<file path="config.mk">
export PLATFORM = sky130hd
export DESIGN_NAME = pio_irq_service_master
export DESIGN_NICKNAME = d
export VERILOG_FILES = /design/src/rtl/pio_svc_pkg.sv /design/src/rtl/pio_irq_service_master.sv
export SDC_FILE = /design/constraint.sdc
export NUM_CORES = 1
export LEC_CHECK = 0
export CORE_MARGIN = 2
export CORE_UTILIZATION = 37
export CTS_CLUSTER_SIZE = 12
export DETAILED_ROUTE_END_ITERATION = 6
export PLACE_DENSITY = 0.94
export SYNTH_ARGS = -nofsm -noshare
export SYNTH_HDL_FRONTEND = slang
export SYNTH_SLANG_ARGS = --single-unit
</file>
<file path="constraint.sdc">
create_clock -name clk -period 2.8 [get_ports clk]
set_input_delay 0.56 -clock clk [delete_from_list [all_inputs] [get_ports clk]]
set_output_delay 0.56 -clock clk [all_outputs]
set_load 0.03 [all_outputs]
</file>
<file path="src/rtl/pio_svc_pkg.sv">
// pio_svc_pkg: FSM states and PIO register offsets shared by pio_irq_service_master
package pio_svc_pkg;
  typedef enum logic [3:0] {
    S_INIT, S_IDLE, S_MASK, S_CAP_A, S_CAP_D, S_CLR, S_LVL_A, S_LVL_D, S_PUSH
  } state_t;
  localparam logic [1:0] PIO_OFS_DATA = 2'd0;
  localparam logic [1:0] PIO_OFS_MASK = 2'd2;
  localparam logic [1:0] PIO_OFS_EDGE = 2'd3;
endpackage

</file>
<file path="src/rtl/pio_irq_service_master.sv">
// pio_irq_service_master: Avalon-MM master servicing PIO IRQs into an event stream; PIO_SVC_TIMESTAMP_EN adds evt_time
module pio_irq_service_master
  import pio_svc_pkg::*;
#(
  parameter int WIDTH = 3,
  parameter logic [WIDTH-1:0] IRQ_MASK_INIT = '1,
  parameter int TS_WIDTH = 32
) (
  input  logic clk,
  input  logic reset_n,
  input  logic irq,
  output logic [1:0] avm_address,
  output logic avm_chipselect,
  output logic avm_write_n,
  output logic [31:0] avm_writedata,
  input  logic [31:0] avm_readdata,
  input  logic cfg_mask_wr,
  input  logic [WIDTH-1:0] cfg_mask,
  output logic busy,
  output logic evt_valid,
  input  logic evt_ready,
  output logic [WIDTH-1:0] evt_capture,
`ifdef PIO_SVC_TIMESTAMP_EN
  output logic [TS_WIDTH-1:0] evt_time,
`endif
  output logic [WIDTH-1:0] evt_level
);
  state_t state, nxt;
  logic pend;
  logic [WIDTH-1:0] mask_q, mask_nx, bus_wd, rd;
  logic bus_cs, bus_wn;
  logic [1:0] bus_addr;
  logic unused_rd;
  assign rd = avm_readdata[WIDTH-1:0];
  assign unused_rd = ^avm_readdata[31:WIDTH];
  assign mask_nx = cfg_mask_wr ? cfg_mask : mask_q;
  always_comb begin
    nxt = state;
    case (state)
      S_INIT:  nxt = avm_chipselect ? S_IDLE : S_INIT;
      S_IDLE:  nxt = pend ? S_MASK : irq ? S_CAP_A : S_IDLE;
      S_MASK:  nxt = S_IDLE;
      S_CAP_A: nxt = S_CAP_D;
      S_CAP_D: nxt = |rd ? S_CLR : S_IDLE;
      S_CLR:   nxt = S_LVL_A;
      S_LVL_A: nxt = S_LVL_D;
      S_LVL_D: nxt = S_PUSH;
      S_PUSH:  nxt = evt_ready ? S_IDLE : S_PUSH;
      default: nxt = S_INIT;
    endcase
    bus_cs = nxt inside {S_INIT, S_MASK, S_CAP_A, S_CLR, S_LVL_A};
    bus_wn = !(nxt inside {S_INIT, S_MASK, S_CLR});
    bus_addr = (nxt == S_CAP_A || nxt == S_CLR) ? PIO_OFS_EDGE :
               (nxt == S_INIT || nxt == S_MASK) ? PIO_OFS_MASK : PIO_OFS_DATA;
    bus_wd = nxt == S_INIT ? IRQ_MASK_INIT : nxt == S_MASK ? mask_nx : '0;
  end
  always_ff @(posedge clk) begin
    if (!reset_n) begin
      state <= S_INIT;
      avm_chipselect <= 1'b0;
      avm_write_n <= 1'b1;
      avm_address <= PIO_OFS_DATA;
      avm_writedata <= '0;
      evt_valid <= 1'b0;
      evt_capture <= '0;
      evt_level <= '0;
      busy <= 1'b1;
      pend <= 1'b0;
      mask_q <= '0;
    end else begin
      state <= nxt;
      avm_chipselect <= bus_cs;
      avm_write_n <= bus_wn;
      avm_address <= bus_addr;
      avm_writedata <= 32'(bus_wd);
      evt_valid <= nxt == S_PUSH;
      evt_capture <= state == S_CAP_D ? rd : evt_capture;
      evt_level <= state == S_LVL_D ? rd : evt_level;
      busy <= nxt != S_IDLE;
      pend <= cfg_mask_wr | (pend & (state != S_MASK));
      mask_q <= mask_nx;
    end
  end
`ifdef PIO_SVC_TIMESTAMP_EN
  logic [TS_WIDTH-1:0] ts;
  always_ff @(posedge clk) begin
    if (!reset_n) begin
      ts <= '0;
      evt_time <= '0;
    end else begin
      ts <= ts + TS_WIDTH'(1);
      evt_time <= (state == S_IDLE && nxt == S_CAP_A) ? ts : evt_time;
    end
  end
`else
  localparam int unused_ts = TS_WIDTH;
`endif
endmodule

</file>
# Word level (Yosys, flattened, before mapping)
# Cells that the tools add are included.
word_totals:
  reg_bits: 52
  in_bits: 40
  out_inout_bits: 44
  word_cells: 48
op_classes:
  n_eq_ne: 15
  muxes: 11
  bitwise_logic: 2
  reduce_logical: 8
op_table:
  columns: ["cell", "n"]
  rows:
  - ["case mux 4 bit (9 select lines)", 1]
  - ["== test 4 x 3 -> 1 bit (second input constant)", 6]
  - ["== test 4 x 2 -> 1 bit (second input constant)", 4]
  - ["2-to-1 mux 3 bit", 4]
  - ["== test 4 bit (second input constant)", 2]
  - ["logical NOT 4 bit", 2]
  - ["2-to-1 mux 2 bit", 4]
  - ["nonzero test 5 bit", 1]
  - ["== test 4 x 1 -> 1 bit (second input constant)", 1]
  - ["2-to-1 mux 4 bit", 1]
  - ["!= test 4 x 1 -> 1 bit (second input constant)", 1]
  - ["!= test 4 x 2 -> 1 bit (second input constant)", 1]
  - ["nonzero test 3 bit", 1]
  - ["OR reduction 3 bit", 1]
  - ["logical OR 1 bit", 2]
  - ["AND 1 bit", 1]
  - ["logical NOT 1 bit", 1]
  - ["2-to-1 mux 1 bit", 1]
  - ["OR 1 bit", 1]

# Logic depth before layout (Yosys ltp)
logic_depth:
  word_depth: 7
  ltp_mapped: 6

# Worst setup path before layout
# No wires, ideal clock.
synth_path:
  kind: "input port to flip-flop"
  start: "input port avm_readdata[0]"
  end: "register avm_writedata[0]"
  setup_ns: 0.091
  arrival_time_ns: 1.732
  t_required_ns: 2.709
  path_slack_ns: 0.977
  path_stages: 4
  n_path_buf: 0
  cell_sequence: "nor4_2 -> o2bb2ai_1 -> or4b_4 -> a311oi_1"
synth_between:
  elab_chain_len: 6
synth_lines:
  columns: ["item", "line_no", "text"]
  rows:
  - ["from (decl)", "pio_irq_service_master.sv:16", "input logic [31:0] avm_readdata,"]
  - ["OR reduction 3 bit (*)", "pio_irq_service_master.sv:44", "S_CAP_D: nxt = |rd ? S_CLR : S_IDLE;"]
  - ["2-to-1 mux 3 bit (*)", "pio_irq_service_master.sv:44", null]
  - ["case mux 4 bit (9 select lines) (*)", "pio_irq_service_master.sv:39", "case (state)"]
  - ["== test 4 x 2 -> 1 bit", "pio_irq_service_master.sv:55", "bus_wd = nxt == S_INIT ? IRQ_MASK_INIT : nxt == S_MASK ? mask_nx : '0;"]
  - ["2-to-1 mux 3 bit", "pio_irq_service_master.sv:55", null]
  - ["2-to-1 mux 3 bit (*)", "pio_irq_service_master.sv:55", null]
  - ["to (signal assigned)", "pio_irq_service_master.sv:75", "avm_writedata <= 32'(bus_wd);"]
  - ["to (decl)", "pio_irq_service_master.sv:15", "output logic [31:0] avm_writedata,"]
# Mark *: on every way between the ends. The rest lies on a longest branch, timed or not.
# A chain may end at the register's enable or synchronous reset.

# Worst setup path in the final report
# Ends and elaborated chain as after synthesis.

==> out/metrics.cfg <==
[outcome]
status=finished clean

[hold_path]
holdPathEnd=evt_capture[1]
min_path_cells=2
min-delay-path-class=reg2reg
hp-start=evt_capture[1]

[timing]
min_period_ps=2090
final.setup.tns_ps=0
hold_slack_ps=485
final-hold-violation-count=0
worst_pin_slew_ps=503
post-route-period-util_pct=74.7
slew_headroom_pct=66.5
setup_viol=0
fin_skew_ps=14.7
slew_violations=0
fmax_ghz=0.478
rsz0062_at_grt=false

[logic_synthesis]
synth_area_um2=1190
async_flop_share_pct=0
syn_avg_cell_area_um2=9.05
synth-edff-count=0
yosysSeqAreaShare_pct=38.5
ys_types=35
synth_seq_cells=23
ys.flop_type=dfxtp_1
yosysWarnings=0
syn_inst=132

[die]
die_y_um=60.8
num_io_pins=84
rows=20
core_area_um2=3050
die-area_um2=3700
fp.dieW_um=60.8
initial_core_util_pct=39.1

[power_and_ir_drop]
ir_worst_vdd_mv=0.177
swShare_pct=38.9
p_switching_w=0.000382
sequentialPowerShare_pct=42.6
powerDensity_nw_per_um2=706
power_w=0.000981
p_comb_share_pct=41.6
leakage_nw=0.601
internal_power_w=0.000599
p_clk_share_pct=15.8

[cells_and_area]
finalNonFillerCells=200
nets=197
mostFrequentLayoutCell=conb_1
multi_input_area_um2=578
antenna_cells=0
area_growth_pct=16.2
nFillCells=301
mostFrequentLayoutCells=conb_1, clkdlybuf4s50_1, dfxtp_1
register_area_um2=460
fin_util_pct=45.5
drive_above_1_share_pct=6.41

[detailed_routing]
ant_nets=0
drc=0
vias=881
viasPerCell=4.41
routedWlPerCell_um=10.4
dr_wl_met3_um=114
wl_met1_um=859
first_iter_violations=14
wl_met2_mm=1.07
wirelength_mm=2.08
top_layer=met4
first_pass_iters=4

[placement]
portBuffers=25
dp_hpwl_mm=1.57
post-place-cells=196
globalplace.congestion=0.752

[cts]
cts_resized=0
cts_setup_buffers=0
cts_root_buf=clkbuf_4
cts_tree=yes
cts_hold_buf=0
cts_num_sinks=23
clk_latency_ps=330
clkSlewWorstSetupHoldPaths_ps=130
h-tree-depth=1
cts_max_path_buffers=2
numCtsBuffers=3

[setup_path]
reg2reg_from=state[0]
rr_worst_depth=4
cp.arrival_ps=2320
critPathKind=in2reg
path_max_fanout=4
endpoint_kind=flip-flop
r2r_slack_ps=850
startpoint_type=input port
reg2reg_to=avm_writedata[0]
critPathRequiredTime_ps=3030

[global_routing]
globalRoute.totalOverflow=0
grt_max_degree=19
grt_use_total_pct=11.9
grt_pass1_vias=807
grt_first_pass_wirelength_mm=3.28
antenna_found_initial=0

[flow_run]
drv_cap=0

[cells by family after synthesis]
logic type             Yosys count  synth area share (%)
XOR/XNOR                         1                 0.733
AND/OR/NAND/NOR                 38                  17.2
flip-flops                      23                  38.5
buffers and inverters           37                  21.9
multiplexers                     8                  6.70
AO/OA/AOI/OAI                   24                  14.7
other                            1                 0.314
[state kept, by name, indices dropped and copies added, names as in the netlist]
register        flops
avm_address         2
avm_chipselect      1
avm_write_n         1
avm_writedata       3
busy                1
evt_capture         3
evt_level           3
evt_valid           1
mask_q              3
pend                1
state               4
[critical path, stage by stage]
cell and delay (ps):
clkdlybuf4s50_1 460, nor4_2 370, o2bb2ai_1 150, or4b_4 530
a311oi_1 250
[stage by stage]
step | worst slack [ps] | cell area (um^2)
global route | 615 | 1390
global placement | 366 | 1360
floorplan | 977 | 1300
detailed placement | 361 | 1360
CTS | 697 | 1390
finish | 709 | 1390
[area by class of cell]
type / count / share of cell area (%)
Sequential cell: 23 / 33.2
Timing Repair Buffer: 26 / 18.6
Multi-Input combinational cell: 100 / 41.6
Tap cell: 44 / 3.96
Inverter: 3 / 0.811
Clock buffer: 4 / 1.89
[power groups by stage]
| stage | registers (W) | clock network (W) | logic (W) |
|---|---|---|---|
| after floorplan | 0.000498 | 0 | 0.000247 |
| after global placement | 0.000425 | 0 | 0.000397 |
| after detailed placement | 0.000425 | 0 | 0.000405 |
| after CTS | 0.000418 | 0.000162 | 0.000406 |
| after global routing | 0.000424 | 0.000168 | 0.000436 |
| final | 0.000417 | 0.000155 | 0.000408 |
[worst max path at each step]
stage                               start          endpoint  cells past startpoint
after floorplan           avm_readdata[0]  avm_writedata[0]                      4
after global placement    avm_readdata[0]  avm_writedata[0]                      5
after detailed placement  avm_readdata[0]  avm_writedata[0]                      5
after CTS                 avm_readdata[0]  avm_writedata[0]                      5
after global routing      avm_readdata[0]  avm_writedata[0]                      5
final                     avm_readdata[0]  avm_writedata[0]                      5
[cells in the mapped netlist (2+ instances only)]
master	n	area [um^2]
dfxtp_1	23	460
nor2_1	12	45.0
nor2b_1	3	18.8
a311oi_1	3	26.3
o22a_1	3	26.3
nand2_1	10	37.5
buf_2	2	10.0
inv_1	2	7.51
o21ai_0	5	25.0
o22ai_1	2	12.5
mux2i_1	8	80.1
buf_4	30	225
a21oi_1	4	20.0
nand3_1	2	10.0
nor3_1	3	15.0
[layer usage]
metal	track usage, %	up-vias
met4	8.70	0
met5	0	-
met2	21.4	36
li1	-	442
met1	12.5	400
met3	1.92	3
(Power assumes the default switching activity.)
